File: config.mk
export PLATFORM = sky130hd
export DESIGN_NAME = irq_wdt_ctrl_flat
export DESIGN_NICKNAME = d
export VERILOG_FILES = /design/src/rtl/irq_wdt_if.sv /design/src/rtl/irq_wdt_ctrl.sv /design/src/flat_wrapper.sv
export SDC_FILE = /design/constraint.sdc
export NUM_CORES = 1
export LEC_CHECK = 0
export ABC_AREA = 1
export ABC_CLOCK_PERIOD_IN_PS = 3710
export CELL_PAD_IN_SITES_DETAIL_PLACEMENT = 1
export CELL_PAD_IN_SITES_GLOBAL_PLACEMENT = 2
export CORE_ASPECT_RATIO = 1.4
export CORE_UTILIZATION = 32
export CTS_CLUSTER_DIAMETER = 200
export CTS_CLUSTER_SIZE = 40
export DETAILED_ROUTE_END_ITERATION = 10
export PLACE_DENSITY = 0.85
export SETUP_SLACK_MARGIN = 0.4
export SYNTH_ARGS = -nofsm -noshare
export SYNTH_HDL_FRONTEND = slang
export SYNTH_SLANG_ARGS = --single-unit
File: constraint.sdc
create_clock -name clk -period 3.71 [get_ports clk]
set_clock_uncertainty 0.05 [all_clocks]
set_input_delay 0.9275 -clock clk [delete_from_list [all_inputs] [get_ports clk]]
set_output_delay 0.9275 -clock clk [all_outputs]
set_load 0.01 [all_outputs]
File: src/rtl/irq_wdt_if.sv
// irq_wdt_if: core-facing signal bundle of the interrupt/watchdog controller
interface irq_wdt_if #(parameter int WDT_W = 32);
  logic             ext_irq_i;
  logic             wdt_en_i;
  logic             wdt_kick_i;
  logic             wdt_load_we_i;
  logic [WDT_W-1:0] wdt_load_i;
  logic             MIE;
  logic             MEIE;
  logic             MTIE;
  logic             MRET;
  logic             WFI;
  logic             stall_wrap;
  logic             ir_sc_taken;
  logic             ir_wdt_taken;
  logic             in_handler_o;
  logic [1:0]       cause_o;
  logic             wdt_timeout_o;
  modport master (
    output ext_irq_i, wdt_en_i, wdt_kick_i, wdt_load_we_i, wdt_load_i,
    output MIE, MEIE, MTIE, MRET, WFI, stall_wrap,
    input  ir_sc_taken, ir_wdt_taken, in_handler_o, cause_o, wdt_timeout_o
  );
  modport slave (
    input  ext_irq_i, wdt_en_i, wdt_kick_i, wdt_load_we_i, wdt_load_i,
    input  MIE, MEIE, MTIE, MRET, WFI, stall_wrap,
    output ir_sc_taken, ir_wdt_taken, in_handler_o, cause_o, wdt_timeout_o
  );
endinterface

File: src/rtl/irq_wdt_ctrl.sv
// irq_wdt_ctrl: machine interrupt controller with watchdog and trap-in-progress tracking
module irq_wdt_ctrl #(parameter int WDT_W = 32) (
  input  logic     clk,
  input  logic     rst,
  irq_wdt_if.slave bus
);
  typedef enum logic {IDLE, HANDLER} state_t;
  state_t           r_state, w_state_nxt;
  logic             r_ext_q, r_timeout, r_sc, r_wdt;
  logic [1:0]       r_cause, w_cause_nxt;
  logic [WDT_W-1:0] r_wdt_cnt, r_wdt_lim;
  logic             w_wdt_clr, w_at_lim, w_ext_pend, w_wdt_pend, w_elig, w_take, w_ret;
  logic             w_sc_nxt, w_wdt_nxt;
  assign w_wdt_clr  = bus.wdt_kick_i | !bus.wdt_en_i | bus.wdt_load_we_i;
  assign w_at_lim   = r_wdt_cnt == r_wdt_lim;
  assign w_ext_pend = r_ext_q & bus.MEIE;
  assign w_wdt_pend = r_timeout & bus.MTIE;
  // WFI wakes on an enabled external line even with MIE clear
  assign w_elig = (bus.MIE & (w_ext_pend | w_wdt_pend)) | (bus.WFI & w_ext_pend);
  assign w_take = (r_state == IDLE) & w_elig & !bus.stall_wrap;
  assign w_ret  = (r_state == HANDLER) & bus.MRET & !bus.stall_wrap;
  // line register, limit register and saturating watchdog counter
  always_ff @(posedge clk)
    if (rst) begin
      r_ext_q   <= 1'b0;
      r_wdt_lim <= '1;
      r_wdt_cnt <= '0;
      r_timeout <= 1'b0;
    end else begin
      r_ext_q   <= bus.ext_irq_i;
      if (bus.wdt_load_we_i) r_wdt_lim <= bus.wdt_load_i;
      r_wdt_cnt <= w_wdt_clr ? '0 : w_at_lim ? r_wdt_cnt : r_wdt_cnt + WDT_W'(1);
      r_timeout <= !w_wdt_clr & (r_timeout | w_at_lim);
    end
  // state register, with the take pulses and cause registered alongside
  always_ff @(posedge clk)
    if (rst) begin
      r_state <= IDLE;
      r_sc    <= 1'b0;
      r_wdt   <= 1'b0;
      r_cause <= 2'b00;
    end else begin
      r_state <= w_state_nxt;
      r_sc    <= w_sc_nxt;
      r_wdt   <= w_wdt_nxt;
      r_cause <= w_cause_nxt;
    end
  // next state: take moves to HANDLER, an unstalled MRET returns to IDLE
  always_comb
    w_state_nxt = w_take ? HANDLER : w_ret ? IDLE : r_state;
  // outputs: watchdog wins over external, only one pulse per take
  always_comb begin
    w_wdt_nxt   = w_take & bus.MIE & w_wdt_pend;
    w_sc_nxt    = w_take & !w_wdt_nxt;
    w_cause_nxt = w_take ? (w_wdt_nxt ? 2'b10 : 2'b01) : w_ret ? 2'b00 : r_cause;
  end
  assign bus.ir_sc_taken   = r_sc;
  assign bus.ir_wdt_taken  = r_wdt;
  assign bus.in_handler_o  = r_state == HANDLER;
  assign bus.cause_o       = r_cause;
  assign bus.wdt_timeout_o = r_timeout;
endmodule
File: src/flat_wrapper.sv
// flat-port wrapper written by rule: the top's interface ports become plain ports
module irq_wdt_ctrl_flat 
#(parameter int WDT_W = 32)
  (clk, rst, bus_ext_irq_i, bus_wdt_en_i, bus_wdt_kick_i, bus_wdt_load_we_i, bus_wdt_load_i, bus_MIE, bus_MEIE, bus_MTIE, bus_MRET, bus_WFI, bus_stall_wrap, bus_ir_sc_taken, bus_ir_wdt_taken, bus_in_handler_o, bus_cause_o, bus_wdt_timeout_o);
  irq_wdt_if #(.WDT_W(WDT_W)) bus_i ();
  input  logic clk;
  input  logic rst;
  input wire logic [$bits(bus_i.ext_irq_i)-1:0] bus_ext_irq_i;
  input wire logic [$bits(bus_i.wdt_en_i)-1:0] bus_wdt_en_i;
  input wire logic [$bits(bus_i.wdt_kick_i)-1:0] bus_wdt_kick_i;
  input wire logic [$bits(bus_i.wdt_load_we_i)-1:0] bus_wdt_load_we_i;
  input wire logic [$bits(bus_i.wdt_load_i)-1:0] bus_wdt_load_i;
  input wire logic [$bits(bus_i.MIE)-1:0] bus_MIE;
  input wire logic [$bits(bus_i.MEIE)-1:0] bus_MEIE;
  input wire logic [$bits(bus_i.MTIE)-1:0] bus_MTIE;
  input wire logic [$bits(bus_i.MRET)-1:0] bus_MRET;
  input wire logic [$bits(bus_i.WFI)-1:0] bus_WFI;
  input wire logic [$bits(bus_i.stall_wrap)-1:0] bus_stall_wrap;
  output wire logic [$bits(bus_i.ir_sc_taken)-1:0] bus_ir_sc_taken;
  output wire logic [$bits(bus_i.ir_wdt_taken)-1:0] bus_ir_wdt_taken;
  output wire logic [$bits(bus_i.in_handler_o)-1:0] bus_in_handler_o;
  output wire logic [$bits(bus_i.cause_o)-1:0] bus_cause_o;
  output wire logic [$bits(bus_i.wdt_timeout_o)-1:0] bus_wdt_timeout_o;
  assign bus_i.ext_irq_i = bus_ext_irq_i;
  assign bus_i.wdt_en_i = bus_wdt_en_i;
  assign bus_i.wdt_kick_i = bus_wdt_kick_i;
  assign bus_i.wdt_load_we_i = bus_wdt_load_we_i;
  assign bus_i.wdt_load_i = bus_wdt_load_i;
  assign bus_i.MIE = bus_MIE;
  assign bus_i.MEIE = bus_MEIE;
  assign bus_i.MTIE = bus_MTIE;
  assign bus_i.MRET = bus_MRET;
  assign bus_i.WFI = bus_WFI;
  assign bus_i.stall_wrap = bus_stall_wrap;
  assign bus_ir_sc_taken = bus_i.ir_sc_taken;
  assign bus_ir_wdt_taken = bus_i.ir_wdt_taken;
  assign bus_in_handler_o = bus_i.in_handler_o;
  assign bus_cause_o = bus_i.cause_o;
  assign bus_wdt_timeout_o = bus_i.wdt_timeout_o;
  irq_wdt_ctrl #(.WDT_W(WDT_W)) u_core (.clk(clk), .rst(rst), .bus(bus_i));
endmodule
======== Yosys cells after proc, flatten, opt, wreduce, memory -nomap -nowiden ========
Index checks and enable logic that the tools add are counted.
Widths: inputs -> output; s select.
storage, ports and cells
  bits of input ports ..................... 44
  word-level logic and storage cells ...... 39
  bits in registers ....................... 71
  output and inout port bits .............. 6
cells by class
  eq/ne operators ......................... 1
  multiplexer cells ....................... 5
  bitwise logic cells ..................... 18
  reduce and logical (&&, ||, !) cells .... 6
  $add $sub $neg .......................... 1
operator list
  operator               number
  $add 32x1->32 const B  1
  $eq 32x32->1           1
  $and 1x1->1            12
  $mux 2                 3
  $or 1x1->1             5
  $logic_not 1->1        4
  $mux 1                 2
  $reduce_bool 2->1      1
  $reduce_or 2->1        1
  $not 1->1              1

======== Depth between registers and ports, before layout ========
Gate-level depths: netlist of run 1.
  depth in word-level cells ............... 10
  gate-level depth with buffers ........... 11
  gate-level depth less buffers ........... 10

======== Least setup slack after synthesis of run 1 ========
No wires, ideal clock.
  path kind ............................... input-to-reg
  from .................................... input port rst
  to ...................................... register u_core.r_wdt_cnt[0]
  stages .................................. 6
  buffers on the path ..................... 2
  setup slack ............................. 1.754 ns
  data required time ...................... 3.528 ns
  library setup time ...................... 0.132 ns
  data arrival time ....................... 1.774 ns
  cell sequence ........................... buf_2 > inv_1 > and3_1 > inv_1 > clkbuf_1 > a21oi_1
on the way
  word-level cells in the longest chain between the ends .. 1
ends and longest elaborated chain
  what                       line                text
  from (decl)                flat_wrapper.sv:7   input logic rst;
  $reduce_or 2->1 (no line)  -
  to (signal assigned)       irq_wdt_ctrl.sv:32  r_wdt_cnt <= w_wdt_clr ? '0 : w_at_lim ? r_wdt_cnt : r_wdt_cnt + WDT_W'(1);
  to (decl)                  irq_wdt_ctrl.sv:11  logic [WDT_W-1:0] r_wdt_cnt, r_wdt_lim;
No other way between the ends.
A chain may end at the register's enable or synchronous reset.

==> flow_summary.yaml, run 1 <==
critical_path:
  crit_type: "in2reg"
  worst_path_largest_cell_delay_ns: 1.00
  crit-reg2reg-launch: "u_core.r_wdt_cnt[23]"
  critPathMaxFanout: 25
  rr_endpoint: "u_core.r_wdt_cnt[3]"
  cp.arrival_ns: 2.97
  crit_chain: "clkdlybuf4s50_1, clkinv_1, nand2_1, nand3_1"
  endpoint_kind: "flip-flop"
  crit_path_top_delay_cell: "clkdlybuf4s50_1"
  worstPathRequired_ns: 3.87
  path_buf_inv: 2
  rrSetupSlack_ns: 1.48
  worst_path_dominant_cell_family: "buffers and inverters"
  reg2regPathDepth: 7
  cp-start-kind: "primary input"
pwr:
  total_power_mw: 1.81
  swShare: 0.232
  seqPwrFrac: 0.446
  p_clk_frac: 0.474
  vdd_drop_max_mv: 0.196
  comb_power_share: 0.080
  power.density_mw_per_mm2: 372
  power_leakage_nw: 1.79
  switchingPower_mw: 0.420
  p_int_mw: 1.39
grt:
  antenna_found_initial: 0
  grt_max_degree: 34
  grt_usage: 0.220
  grt_pass1_vias: 4264
  grt_pass1_wl_um: 21200
  overflow: 0
cells_and_area:
  finalNonFillerCells: 814
  fin_nets: 707
  num_antenna_cells: 0
  final_cell_mix: "nand2_1 (225), nor2_1 (72), dfxtp_1 (71)"
  nFillCells: 1589
  drive_gt1_frac: 0.0420
  syn2layout_area_growth_pct: 22.1
  layout_commonest_cell: "nand2_1"
  fin_area_mm2: 0.00486
  regArea_mm2: 0.00142
  multiInputGateArea_mm2: 0.00224
outcome:
  outcome: "finished, final reports clean"
clock_network:
  cts_tree: "yes"
  htree_levels: 3
  cts.sinks: 71
  cts_made_buffers: 9
  cts_resized: 0
  cts-root-buf: "clkbuf_16"
  ctsLongestPathBuffers: 2
  hold_buffers: 0
  postCtsSetupBuffers: 0
  clkLatencyLatePin_ns: 0.34
  clk_pin_slew_ns: 0.06
hold_path:
  hp-class: "reg2reg"
  hold_end: "u_core.bus.cause_o[0]"
  whs_path_depth: 2
  hp-start: "u_core.bus.cause_o[0]"
floorplanning:
  dieArea_mm2: 0.0129
  rows: 47
  floorplan.initialDensity: 0.332
  die_h_um: 134
  io_pins: 50
  die_w_um: 96.3
  design.core.area_mm2: 0.0120
timing:
  finalHoldViolations: 0
  clock.fmax_mhz: 356
  finalCriticalPeriod_ns: 2.81
  setup_violations: 0
  fin_crit_sh: 0.756
  rsz0062_at_grt: "false"
  tns_ns: 0
  tightestPinTransition_ns: 0.838
  slew_headroom: 0.440
  drv_slew: 0
  fin_ws_ns: 0.904
placed_design:
  gp_congestion: 0.858
  placed_area_mm2: 0.00456
  hpwl_um: 9770
  dp_cells: 798
  preCtsSetupSlack_ns: 0.486
  io_buffer_count: 49
synth:
  synth_top_family_by_area: "simple AND/OR/NAND/NOR gates"
  synth-simple-area-share: 0.376
  synthesis.area_mm2: 0.00398
  syn-instance-count: 620
  ys_seq_area_frac: 0.357
  synthAdderAreaFrac: 0.00314
  syn-mean-instance-area_um2: 6.42
  yosys_warnings: 0
  synth_seq_cells: 71
  synth_nets: 665
  yosys.area_share.xor_xnor: 0.101
  synth_compound_area_frac: 0.0827
  synth.area.mux_share: 0
  synth_cell_types: 27
run:
  maxCapViolations: 0
detailed_routing:
  wl_met3_um: 256
  wl_um: 12800
  via_count: 4016
  drt_iter0_markers: 119
  avgRoutedWirePerCell_um: 15.8
  vias_per_cell: 4.93
  met2WireLength_um: 6940
  first_pass_iters: 4
  wl_met1_um: 5250
  route.detailed.drc: 0
  highest_layer: "met4"
  ant_nets: 0
## power by group through the flow
stage / Sequential [mW] / Combinational, mW / Clock (mW)
CTS: 0.807 / 0.148 / 0.871
detailed placement: 0.823 / 0.147 / 0
global route: 0.810 / 0.163 / 0.906
finish: 0.807 / 0.145 / 0.858
global placement: 0.822 / 0.142 / 0
floorplan: 0.818 / 0.0749 / 0
## layout make-up
type | instances | share of cell area
Tap cell | 147 | 0.0379
Timing Repair Buffer | 54 | 0.109
Clock inverter | 2 | 0.00258
Clock buffer | 14 | 0.0585
Sequential cell | 71 | 0.293
Multi-Input combinational cell | 476 | 0.461
Inverter | 50 | 0.0386
## kinds of logic after synthesis
family,Yosys count
adder cells (fa/ha/maj),1
XOR/XNOR,45
AND/OR/NAND/NOR,365
flip-flops,71
buffers and inverters,73
AO/OA/AOI/OAI,65
## synthesized netlist by cell type, drive strengths merged
cell type / n / share of area
a21oi: 47 / 0.059
xor2: 23 / 0.051
nor3: 1 / 0.0013
o211ai: 1 / 0.0019
o22ai: 1 / 0.0016
nand3b: 4 / 0.0075
nand3: 56 / 0.072
nand2: 226 / 0.21
xnor2: 22 / 0.050
and3: 1 / 0.0016
ha: 1 / 0.0031
dfxtp: 71 / 0.36
clkbuf: 9 / 0.0085
nor2: 77 / 0.080
o21ai: 16 / 0.020
inv: 49 / 0.046
clkinv: 1 / 0.00094
buf: 14 / 0.024
## state kept, by name, summed over array words and instances, names as in the netlist
| signal | flops |
|---|---|
| u_core.bus.cause_o | 2 |
| u_core.bus.in_handler_o | 1 |
| u_core.bus.ir_sc_taken | 1 |
| u_core.bus.ir_wdt_taken | 1 |
| u_core.bus.wdt_timeout_o | 1 |
| u_core.r_ext_q | 1 |
| u_core.r_wdt_cnt | 32 |
| u_core.r_wdt_lim | 32 |
## stage by stage
step | util | hold WS, ns
5_1_grt | 0.405 | 0.447
3_3_place_gp | 0.380 | 0.410
4_1_cts | 0.405 | 0.421
2_1_floorplan | - | 0.399
3_5_place_dp | 0.380 | 0.415
6_report | 0.405 | 0.418
## routing by layer
metal / vias up / global-route usage
li1: 2021 / -
met1: 1917 / 0.243
met2: 56 / 0.406
met3: 22 / 0.0323
met4: 0 / 0.0887
met5: - / 0
## worst max-delay path by stage
| stage | from | end | slack [ns] | depth (start not counted) |
|---|---|---|---|---|
| after floorplan | rst | u_core.r_wdt_cnt[0] | 1.75 | 6 |
| after global placement | bus_wdt_load_we_i | u_core.r_wdt_lim[21] | 0.68 | 4 |
| after detailed placement | bus_wdt_load_we_i | u_core.r_wdt_lim[14] | 0.49 | 4 |
| after CTS | bus_wdt_load_we_i | u_core.r_wdt_lim[14] | 0.86 | 4 |
| after global routing | bus_wdt_load_we_i | u_core.r_wdt_lim[14] | 0.67 | 4 |
| final | bus_wdt_load_we_i | u_core.r_wdt_lim[14] | 0.90 | 4 |
## worst reg2reg max path: cells and delay by family, from the launching register on
family           cells  cell delay (ns)
AND/OR/NAND/NOR      5             1.18
flip-flops           1             0.38
XOR/XNOR             1             0.34
AO/OA/AOI/OAI        1             0.21
Note: power is estimated with default switching activity, not from simulation.
==> run 2, diff against run 1 <==
--- a/config.mk
+++ b/config.mk
@@ -6,15 +6,15 @@
 export NUM_CORES = 1
 export LEC_CHECK = 0
 export ABC_AREA = 1
-export ABC_CLOCK_PERIOD_IN_PS = 3710
+export ABC_CLOCK_PERIOD_IN_PS = 2400
 export CELL_PAD_IN_SITES_DETAIL_PLACEMENT = 1
 export CELL_PAD_IN_SITES_GLOBAL_PLACEMENT = 2
 export CORE_ASPECT_RATIO = 1.4
-export CORE_UTILIZATION = 32
+export CORE_UTILIZATION = 27
 export CTS_CLUSTER_DIAMETER = 200
 export CTS_CLUSTER_SIZE = 40
 export DETAILED_ROUTE_END_ITERATION = 10
-export PLACE_DENSITY = 0.85
+export PLACE_DENSITY = 0.77
 export SETUP_SLACK_MARGIN = 0.4
 export SYNTH_ARGS = -nofsm -noshare
 export SYNTH_HDL_FRONTEND = slang
==> constraint.sdc (replaced) <==
create_clock -name clk -period 2.4 [get_ports clk]
set_clock_uncertainty 0.05 [all_clocks]
set_input_delay 0.6 -clock clk [delete_from_list [all_inputs] [get_ports clk]]
set_output_delay 0.6 -clock clk [all_outputs]
set_load 0.01 [all_outputs]
==> run 2 against run 1 <==
Sequential share of layout area down 0.94 points. Count of clock-buffer cells in the layout down 4. Utilization down 5.7 points. First-iteration DRC count up 18%. Combinational power up 57%. Critical endpoint is now bus_wdt_timeout_o.
==> flow_summary.yaml, run 2 (synthesis gave the netlist of run 1 again) <==
clock_network:
  clkLatencyLatePin_ns: 0.34
  cts_made_buffers: 9
  ctsLongestPathBuffers: 2
  cts.sinks: 71
  clk_pin_slew_ns: 0.06
  cts-root-buf: "clkbuf_16"
  cts_tree: "yes"
  htree_levels: 3
  hold_buffers: 0
cells_and_area:
  syn2layout_area_growth_pct: 26.2
  num_antenna_cells: 0
  final_core_util: 0.348
  nFillCells: 1889
  final_cell_mix: "nand2_1 (225), nor2_1 (72), dfxtp_1 (70)"
  drive_gt1_frac: 0.0549
  finalNonFillerCells: 863
  layout_commonest_cell: "nand2_1"
  fin_area_mm2: 0.00502
  fin_nets: 714
pwr:
  power.density_mw_per_mm2: 573
  seqPwrFrac: 0.435
  p_int_mw: 2.17
  power_leakage_nw: 1.83
  p_clk_frac: 0.486
  swShare: 0.244
  comb_power_share: 0.079
  vdd_drop_max_mv: 0.246
  switchingPower_mw: 0.703
timing:
  rsz0062_at_grt: "false"
  finalCriticalPeriod_ns: 1.93
  setup_violations: 0
  slew_headroom: 0.702
  fin_ws_ns: 0.471
  drv_slew: 0
  tightestPinTransition_ns: 0.447
  clock.fmax_mhz: 518
  finalHoldViolations: 0
  fin_crit_sh: 0.804
  tns_ns: 0
outcome:
  outcome: "finished, final reports clean"
critical_path:
  worst_path_dominant_cell_family: "buffers and inverters"
  worstPathRequired_ns: 1.75
  path_buf_inv: 1
  crit_chain: "clkdlybuf4s50_1"
  cp.arrival_ns: 1.28
  critPathMaxFanout: 4
  crit_type: "reg2out"
  endpoint_kind: "output port"
  crit_path_top_delay_cell: "clkdlybuf4s50_1"
  worst_path_largest_cell_delay_ns: 0.56
  cp-start-kind: "flip-flop"
floorplanning:
  die_h_um: 146
  rows: 52
  io_pins: 50
  dieArea_mm2: 0.0152
  floorplan.initialDensity: 0.276
  design.core.area_mm2: 0.0144
  die_w_um: 105
detailed_routing:
  ant_nets: 0
  first_pass_iters: 4
  via_count: 4033
  highest_layer: "met4"
  avgRoutedWirePerCell_um: 15.8
  wl_um: 13700
  wl_met1_um: 5820
  route.detailed.drc: 0
  drt_iter0_markers: 140
  met2WireLength_um: 7410
  wl_met3_um: 230
  vias_per_cell: 4.67
grt:
  antenna_found_initial: 0
  grt_pass1_vias: 4126
  grt_pass1_wl_um: 21400
  overflow: 0
  grt_usage: 0.181
  grt_max_degree: 46
run:
  maxCapViolations: 0
placed_design:
  dp_cells: 843
  io_buffer_count: 49
  hpwl_um: 10100
  gp_congestion: 0.802
  placed_area_mm2: 0.00465
  preCtsSetupSlack_ns: 0.422
hold_path:
  hp-class: "reg2reg"
run 2: power groups by stage:
stage               sequential (mW)  clock, mW  combinational, mW
global placement               1.28          0              0.224
floorplan                      1.27          0              0.116
detailed placement             1.28          0              0.229
CTS                            1.25       1.43              0.231
global route                   1.25       1.49              0.256
finish                         1.25       1.40              0.227
run 2: metal layers:
metal	GRT usage	vias to the layer above
li1	-	2041
met1	0.205	1936
met2	0.347	43
met3	0.0260	13
met4	0.0521	0
met5	0	-
run 2: final timing paths:
| path | from | end | slack (ns) | depth (start not counted) |
|---|---|---|---|---|
| setup / recovery | u_core.bus.wdt_timeout_o | bus_wdt_timeout_o | 0.47 | 1 |
| hold reg to reg | u_core.bus.cause_o[1] | u_core.bus.cause_o[1] | 0.43 | 2 |
| setup reg to reg | u_core.r_wdt_cnt[16] | u_core.r_wdt_cnt[8] | 0.55 | 8 |
| hold / removal | u_core.bus.cause_o[1] | u_core.bus.cause_o[1] | 0.43 | 2 |
run 2: what timing repair did:
item | in CTS | in global routing
setup endpoints to repair | 0 | 32
setup buffers | 0 | 3
resized for setup | 0 | 3
run 2: per-stage QoR:
| stage | hold slack (ns) | power, mW |
|---|---|---|
| after global placement | 0.411 | 1.50 |
| final | 0.427 | 2.88 |
| after detailed placement | 0.419 | 1.51 |
| after CTS | 0.430 | 2.92 |
| after floorplan | 0.399 | 1.38 |
| after global routing | 0.457 | 3.00 |
run 2: area by class of cell:
| type | instances | area [µm²] | share of cell area |
|---|---|---|---|
| Sequential cell | 71 | 1420 | 0.283 |
| Timing Repair Buffer | 60 | 614 | 0.122 |
| Tap cell | 189 | 236 | 0.0471 |
| Clock inverter | 6 | 67.6 | 0.0134 |
| Inverter | 50 | 188 | 0.0374 |
| Clock buffer | 10 | 239 | 0.0476 |
| Multi-Input combinational cell | 477 | 2260 | 0.449 |
